**src/rtl/timer_sched_pkg.sv**
```systemverilog
// Shared types, default sizes and the round-robin pick helper for the timer scheduler.
package timer_sched_pkg;

    localparam int NREQ_DEF = 4;
    localparam int CW_DEF   = 16;
    localparam int RR_MAX   = 8;

    typedef enum logic {
        IDLE  = 1'b0,
        COUNT = 1'b1
    } state_e;

    typedef struct packed {
        logic       valid;
        logic [2:0] idx;
    } rr_pick_t;

    // First set request searching upward from last+1, wrapping modulo n.
    function automatic rr_pick_t rr_pick(input logic [RR_MAX-1:0] req,
                                         input logic [2:0]        last,
                                         input int                n);
        rr_pick_t r;
        int       j;
        r.valid = 1'b0;
        r.idx   = 3'd0;
        for (int k = 1; k <= RR_MAX; k++) begin
            j = (int'(last) + k) % n;
            if (k <= n && !r.valid && req[j[2:0]]) begin
                r.valid = 1'b1;
                r.idx   = j[2:0];
            end else begin
                r = r;
            end
        end
        return r;
    endfunction

endpackage

```
**src/rtl/timer_sched_load_down_counter.sv**
```systemverilog
// Loadable down-counter that saturates at zero; shared by all requesters.
module load_down_counter
    import timer_sched_pkg::*;
#(
    parameter int CW = CW_DEF
) (
    input  logic          clk,
    input  logic          reset,
    input  logic          load,
    input  logic [CW-1:0] load_val,
    input  logic          dec,
    output logic [CW-1:0] count,
    output logic          zero
);

    logic [CW-1:0] count_q;

    // Counter register: load has priority, decrement stops at zero.
    always_ff @(posedge clk or posedge reset) begin
        if (reset) begin
            count_q <= {CW{1'b0}};
        end else if (load) begin
            count_q <= load_val;
        end else if (dec && (count_q != {CW{1'b0}})) begin
            count_q <= count_q - {{(CW-1){1'b0}}, 1'b1};
        end else begin
            count_q <= count_q;
        end
    end

    assign count = count_q;
    assign zero  = (count_q == {CW{1'b0}});

endmodule

```
**src/rtl/timer_sched.sv**
```systemverilog
// Round-robin scheduler sharing one down-counter among NREQ timer requesters,
// with per-requester sticky completion flags and a maskable interrupt.
module timer_sched
    import timer_sched_pkg::*;
#(
    parameter int NREQ = NREQ_DEF,
    parameter int CW   = CW_DEF,
    localparam int IW  = $clog2(NREQ)
) (
    input  logic               clk,
    input  logic               reset,
    input  logic               enable,
    input  logic               abort,
    input  logic [NREQ-1:0]    req,
    input  logic [NREQ*CW-1:0] req_delay,
    output logic [NREQ-1:0]    grant,
    output logic [NREQ-1:0]    done,
    output logic               busy,
    output logic [IW-1:0]      cur_id,
    output logic [CW-1:0]      count,
    input  logic [NREQ-1:0]    irq_mask,
    input  logic [NREQ-1:0]    irq_clr,
    output logic [NREQ-1:0]    irq_pend,
    output logic               irq
);

    localparam logic [NREQ-1:0] ONE_HOT0 = {{(NREQ-1){1'b0}}, 1'b1};

    state_e            state_q, state_d;
    logic [NREQ-1:0]   grant_q, grant_d;
    logic [NREQ-1:0]   done_q, done_d;
    logic              busy_q, busy_d;
    logic [IW-1:0]     cur_id_q, cur_id_d;
    logic [IW-1:0]     last_q, last_d;
    logic [NREQ-1:0]   pend_q, pend_d;
    logic              irq_q, irq_d;
    logic              load_s, dec_s, zero_s;
    logic [CW-1:0]     cnt_s;
    rr_pick_t          pick_s;

    assign pick_s = rr_pick(RR_MAX'(req), 3'(last_q), NREQ);

    load_down_counter #(.CW(CW)) u_cnt (
        .clk      (clk),
        .reset    (reset),
        .load     (load_s),
        .load_val (req_delay[pick_s.idx*CW +: CW]),
        .dec      (dec_s),
        .count    (cnt_s),
        .zero     (zero_s)
    );

    // Next-state and pulse generation; abort beats completion on the zero cycle.
    always_comb begin
        state_d  = state_q;
        grant_d  = {NREQ{1'b0}};
        done_d   = {NREQ{1'b0}};
        busy_d   = busy_q;
        cur_id_d = cur_id_q;
        last_d   = last_q;
        load_s   = 1'b0;
        dec_s    = 1'b0;
        case (state_q)
            IDLE: begin
                if (enable && pick_s.valid) begin
                    grant_d  = ONE_HOT0 << pick_s.idx;
                    cur_id_d = IW'(pick_s.idx);
                    last_d   = IW'(pick_s.idx);
                    load_s   = 1'b1;
                    busy_d   = 1'b1;
                    state_d  = COUNT;
                end else begin
                    state_d  = IDLE;
                end
            end
            COUNT: begin
                if (abort) begin
                    busy_d  = 1'b0;
                    state_d = IDLE;
                end else if (zero_s) begin
                    done_d  = ONE_HOT0 << cur_id_q;
                    busy_d  = 1'b0;
                    state_d = IDLE;
                end else begin
                    dec_s   = 1'b1;
                end
            end
            default: begin
                busy_d  = 1'b0;
                state_d = IDLE;
            end
        endcase
        pend_d = (pend_q & ~irq_clr) | done_d;
        irq_d  = |(pend_q & irq_mask);
    end

    // State and output registers.
    always_ff @(posedge clk or posedge reset) begin
        if (reset) begin
            state_q  <= IDLE;
            grant_q  <= {NREQ{1'b0}};
            done_q   <= {NREQ{1'b0}};
            busy_q   <= 1'b0;
            cur_id_q <= {IW{1'b0}};
            last_q   <= IW'(NREQ - 1);
            pend_q   <= {NREQ{1'b0}};
            irq_q    <= 1'b0;
        end else begin
            state_q  <= state_d;
            grant_q  <= grant_d;
            done_q   <= done_d;
            busy_q   <= busy_d;
            cur_id_q <= cur_id_d;
            last_q   <= last_d;
            pend_q   <= pend_d;
            irq_q    <= irq_d;
        end
    end

    assign grant    = grant_q;
    assign done     = done_q;
    assign busy     = busy_q;
    assign cur_id   = cur_id_q;
    assign count    = cnt_s;
    assign irq_pend = pend_q;
    assign irq      = irq_q;

endmodule

```
**config.mk**
```make
export PLATFORM = sky130hd
export DESIGN_NAME = timer_sched
export DESIGN_NICKNAME = d
export VERILOG_FILES = /design/src/rtl/timer_sched_pkg.sv /design/src/rtl/timer_sched_load_down_counter.sv /design/src/rtl/timer_sched.sv
export SDC_FILE = /design/constraint.sdc
export NUM_CORES = 1
export LEC_CHECK = 0
export ABC_CLOCK_PERIOD_IN_PS = 6910
export CAP_MARGIN = 15
export CORE_UTILIZATION = 44
export DETAILED_ROUTE_END_ITERATION = 7
export GPL_ROUTABILITY_DRIVEN = 0
export PLACE_DENSITY_LB_ADDON = 0.15
export SYNTH_ARGS = -nofsm -noshare
export SYNTH_HDL_FRONTEND = slang
export SYNTH_HIERARCHICAL = 1
export SYNTH_SLANG_ARGS = --single-unit
```
**constraint.sdc**
```tcl
create_clock -name clk -period 6.91 [get_ports clk]
set_input_delay 1.382 -clock clk [delete_from_list [all_inputs] [get_ports clk]]
set_output_delay 1.382 -clock clk [all_outputs]
set_load 0.005 [all_outputs]
```
==> flow_summary.json, run 1 <==
{
  "cts_buffers": 5,
  "synth_top_area_cell": "dfrtp_1",
  "wl_mm": 6.80,
  "grt_first_pass_wirelength_mm": 10.2,
  "setup_tns_ns": 0,
  "clk_latency_ns": 0.29,
  "cts_resized": 0,
  "max_cap_viol_count": 0,
  "routedWlPerCell_um": 14.7,
  "min_path_type": "reg2reg",
  "synth-edff-count": 0,
  "antenna_found_initial": 0,
  "netlist.area_leader.share": 0.358,
  "end_kind": "flop",
  "postCtsHoldBufs": 0,
  "ys_ff_latch": 35,
  "register_area_sq_um": 878,
  "cts-root-buf": "clkbuf_8",
  "io_pins": 112,
  "fin_skew_ns": 0.00694,
  "r2r-start": "u_cnt/count[0]",
  "drtPass1Iterations": 7,
  "synth_area_per_cell_sq_um": 8.10,
  "diodes": 0,
  "multiInputGateArea_sq_mm": 0.00128,
  "drive_above_1_share": 0.0588,
  "core_area_sq_mm": 0.00507,
  "synthCells": 285,
  "rows": 26,
  "drt-vias-per-instance": 5.67,
  "synth_nets": 366,
  "dp_hpwl_mm": 5.13,
  "overflow": 0,
  "max_slew_margin": 0.372,
  "fillers": 418,
  "ant_nets": 0,
  "reg2reg_slack_ns": 3.86,
  "synth_ff_type": "dfrtp_1",
  "synth_async_sr_flop_share": 1.00,
  "fin_area_sq_mm": 0.00353,
  "nNetsFinal": 471,
  "min_to": "busy",
  "power_density_mw_per_mm2": 283,
  "holdCritStartpoint": "busy",
  "drt_iter0_markers": 203,
  "grt_pass1_vias": 2221,
  "outcome": "finished clean",
  "synth_area_sq_mm": 0.00231,
  "min_period_ns": 3.58,
  "min_period_over_period": 0.518,
  "tightest_slew_ns": 0.941,
  "holdWs_ns": 0.503,
  "rsz0062_at_grt": "false",
  "drc": 0,
  "cts.path.max_buffers": 2,
  "power_leakage_nw": 1.41,
  "fmax_ghz": 0.279,
  "vdd_drop_max_mv": 0.183,
  "die_y_um": 74.5,
  "worst_path_max_delay_cell": "or4b_1",
  "cts_tree": "built",
  "syn2layout_area_growth_pct": 52.7,
  "cts_max_level": 2,
  "grt_usage": 0.248,
  "rr_worst_depth": 10,
  "start_util": 0.455,
  "dieArea_sq_mm": 0.00554,
  "worst-path-max-fanout": 6,
  "max_stage_delay_ns": 0.55,
  "synth.distinct_cells": 57,
  "cp.arrival_ns": 3.75,
  "port_buffers": 111,
  "yosys-top-cells-area": "dfrtp_1 36%, nand2_1 11%, a32oi_1 6.1%",
  "hold_viol_final": 0,
  "setup_viol": 0,
  "synth_commonest_cells": "67 x nand2_1, 33 x dfrtp_1, 24 x nor2_1, 21 x a21oi_1, 16 x a32oi_1",
  "rr_endpoint": "u_cnt/count[13]",
  "ys_warn_count": 6,
  "vias": 2616,
  "worstHoldPathCells": 1,
  "crit_chain": "clkdlybuf4s50_1 -> nand2b_1 -> nor2_1 -> or4b_1 -> a311oi_1 -> a21oi_1 -> a311o_1",
  "worstSetupStartpointType": "primary input",
  "ys_seq_area_frac": 0.380,
  "final_cells": 461,
  "dp.cells": 452,
  "required_ns": 7.08,
  "post_cts_buffers": 0,
  "placed_area_sq_mm": 0.00341,
  "drv_slew": 0,
  "synth.most_common_cell": "nand2_1",
  "clkTransAtPathRegs_ns": 0.07,
  "fp.dieW_um": 74.5,
  "path_class": "in2reg",
  "power.total_w": 0.000998,
  "numClockSinks": 35,
  "grt_start_max_net_pins": 38
}
## metal layers
layer	share of wire	track usage	wire, um
met3	0.090	0.0650	614
met4	0.024	0.103	164
met2	0.46	0.390	3140
met5	0	0	0
met1	0.42	0.324	2880
## worst max-delay path by stage
stage,startpoint,to,slack (ns)
floorplan,abort,u_cnt/count[13],3.70
global placement,abort,u_cnt/count[13],3.10
detailed placement,abort,u_cnt/count[13],3.06
CTS,abort,u_cnt/count[13],3.34
global route,abort,u_cnt/count[13],3.15
finish,abort,u_cnt/count[13],3.33
## state kept, by name (all words and copies together), names as in the netlist
register	flops
grant	4
done	4
u_cnt/count	16
cur_id	2
state_q	1
irq	1
busy	1
last_q	2
irq_pend	4
## cell type report
type / count / area share
clock buffer: 6 / 0.0234
clock inverter: 2 / 0.00461
inverter: 14 / 0.0149
multi-input combinational: 222 / 0.364
sequential: 35 / 0.249
tap: 70 / 0.0248
timing repair buffer: 112 / 0.319
## worst max-delay path: cells and delay by family
kind	cells	cell delay (ns)
simple gates	3	1.05
compound gates	3	0.91
buf+inv	1	0.41
## kinds of logic (layout without fill, tap and decap cells)
group | after synthesis | in the layout | share of synthesized area
flip-flops | 35 | 35 | 0.380
buffers and inverters | 28 | 134 | 0.0645
adder cells (fa/ha/maj) | 1 | 1 | 0.00542
multiplexers | 2 | 2 | 0.00867
XOR/XNOR | 3 | 3 | 0.0114
AND/OR/NAND/NOR | 137 | 137 | 0.283
AO/OA/AOI/OAI | 79 | 79 | 0.247
## layout by cell type (no fill, tap or decap), types with 5 or more instances in the layout
cell type        synthesis  final
clkbuf_8                 0      6
inv_1                   12     12
a32oi_1                 16     16
clkdlybuf4s50_1          0    111
nand2_1                 67     67
or4_1                    6      6
nor2_1                  24     24
dfrtp_1                 33     33
a31oi_1                  5      5
nor3_1                   8      8
o21ai_0                  9      9
a21oi_1                 21     21
nand4_1                  5      5
## power breakdown
group | switching [W] | internal (W)
Sequential | 0.0000896 | 0.000265
Clock | 0.0000773 | 0.0000813
Combinational | 0.000232 | 0.000252
Total | 0.000399 | 0.000599
## per-stage QoR
step / utilization / worst slack, ns
floorplan: - / 3.70
global placement: 0.672 / 3.10
detailed placement: 0.672 / 3.06
CTS: 0.692 / 3.34
global route: 0.695 / 3.15
finish: 0.695 / 3.33
No activity file was read; power rests on OpenSTA's default activity.
==> inputs of run 2 (changes only) <==
- ABC_CLOCK_PERIOD_IN_PS: 6910 -> 2900
- CORE_UTILIZATION: 44 -> 37
- clock period: 6.91 -> 2.9 ns (I/O delays scaled with it)
==> run 2 against run 1 <==
Against the previous run:
- wire length increased by 3.1%
- non-clock buffer count increased by 18
- power increased to 2.5 times the previous value
- core utilization decreased by 7.2 points
- global-route usage decreased by 2.2 points
- clock skew increased by 0.0017 ns
- sequential share of layout area decreased by 1.2 points
- largest power group unchanged
==> flow_summary.json, run 2 (synthesized netlist as in run 1, its figures left out) <==
{
  "core_area_sq_mm": 0.00596,
  "io_pins": 112,
  "outcome": "finished clean",
  "drc": 0,
  "rsz0062_at_grt": "false",
  "worst-path-max-fanout": 5,
  "fp.dieW_um": 81.0,
  "clk_latency_ns": 0.30,
  "hold_viol_final": 0,
  "min_period_over_period": 0.941,
  "syn2layout_area_growth_pct": 60.6,
  "postCtsHoldBufs": 0,
  "drtPass1Iterations": 4,
  "rows": 28,
  "clkTransAtPathRegs_ns": 0.08,
  "nNetsFinal": 489,
  "numClockSinks": 35,
  "grt_usage": 0.226,
  "path_class": "reg2reg",
  "diodes": 0,
  "grt_pass1_vias": 2363,
  "dp_hpwl_mm": 5.50,
  "overflow": 0,
  "ant_nets": 0,
  "vdd_drop_max_mv": 0.347,
  "most-common-layout-cells": "111 x clkdlybuf4s50_1, 67 x nand2_1, 33 x dfrtp_1, 24 x nor2_1, 21 x a21oi_1",
  "fillers": 558,
  "cts_buffers": 5,
  "die_y_um": 81.0,
  "cts-root-buf": "clkbuf_8",
  "multiInputGateArea_sq_mm": 0.00129,
  "largest_reg_flops": 16,
  "port_buffers": 111,
  "setup_viol": 0,
  "min_path_type": "reg2reg",
  "power.total_w": 0.00252,
  "cts_tree": "built",
  "tightest_slew_ns": 0.704,
  "cts_max_level": 2,
  "fin_util": 0.623,
  "cts.path.max_buffers": 2,
  "power_leakage_nw": 1.51,
  "min_period_ns": 2.73,
  "final_common_cell": "clkdlybuf4s50_1",
  "vias": 2620,
  "setup_tns_ns": 0,
  "max_slew_margin": 0.530,
  "drv_slew": 0,
  "reg2reg_slack_ns": 0.17,
  "start_util": 0.388,
  "antenna_found_initial": 0,
  "drt-vias-per-instance": 5.41,
  "dieArea_sq_mm": 0.00656,
  "drive_above_1_share": 0.105,
  "max_cap_viol_count": 0,
  "grt_start_max_net_pins": 32,
  "cp.arrival_ns": 2.96,
  "drt_iter0_markers": 142,
  "required_ns": 3.13,
  "worstSetupStartpointType": "flop",
  "routedWlPerCell_um": 14.5,
  "grt_first_pass_wirelength_mm": 11.3,
  "end_kind": "flop",
  "fin_skew_ns": 0.00868,
  "power_density_mw_per_mm2": 680,
  "wl_mm": 7.01,
  "fmax_ghz": 0.366,
  "register_area_sq_um": 878
}
[run 2: cell types whose count changed in the layout (fill, tap and decap cells not counted), sizes merged]
cell and delta:
buf +18
[run 2: final timing paths]
kind                                start             end  cells past startpoint
max                        u_cnt/count[0]  u_cnt/count[9]                     11
min                             cur_id[1]         done[1]                      1
max reg2reg                u_cnt/count[0]  u_cnt/count[9]                     11
min reg2reg                     cur_id[1]         done[1]                      1
max in group asynchronous           reset         state_q                      2
min in group asynchronous           reset  u_cnt/count[6]                      2
[run 2: area by class of cell]
| type | instances | share of cell area |
|---|---|---|
| clock buffers | 6 | 0.0223 |
| flip-flops and latches | 35 | 0.237 |
| clock inverters | 2 | 0.00438 |
| well taps | 75 | 0.0253 |
| inverters | 14 | 0.0142 |
| multi-input cells | 222 | 0.349 |
| repair buffers | 130 | 0.348 |
[run 2: critical path: stages (launching register included)]
cell and delay, ns:
dfrtp_1 0.41, inv_1 0.10, ha_1 0.16, or4b_2 0.62, or4_4 0.45, inv_2 0.07
nor2_1 0.07, or4b_1 0.20, buf_4 0.13, nor2_1 0.06, a311o_1 0.32, nand3_1 0.08
[run 2: per-stage QoR]
stage	hold slack, ns	instances	setup slack, ns	area, sq um
2_1_floorplan	0.477	285	0.182	2310
3_3_place_gp	0.491	476	0.146	3600
3_5_place_dp	0.489	476	0.119	3600
4_1_cts	0.505	484	0.188	3700
5_1_grt	0.534	484	0.00168	3710
6_report	0.502	484	0.170	3710
[run 2: layer usage]
layer,share of wire,global-route usage
met2,0.47,0.350
met3,0.079,0.0551
met1,0.44,0.311
met4,0.012,0.0679
met5,0,0
[run 2: power breakdown]
| part | total (W) | leakage [nW] | switching, W | internal [W] |
|---|---|---|---|---|
| sequential | 0.000790 | 0.434 | 0.000158 | 0.000632 |
| combinational | 0.00135 | 1.03 | 0.000642 | 0.000709 |
| clock | 0.000382 | 0.0474 | 0.000188 | 0.000194 |
[run 2: timing repair]
action / 4_1_cts / 5_1_grt
resized for setup: 0 / 2
buffers inserted: 0 / 0
hold endpoints to repair: 0 / 0
setup endpoints to repair: 0 / 2
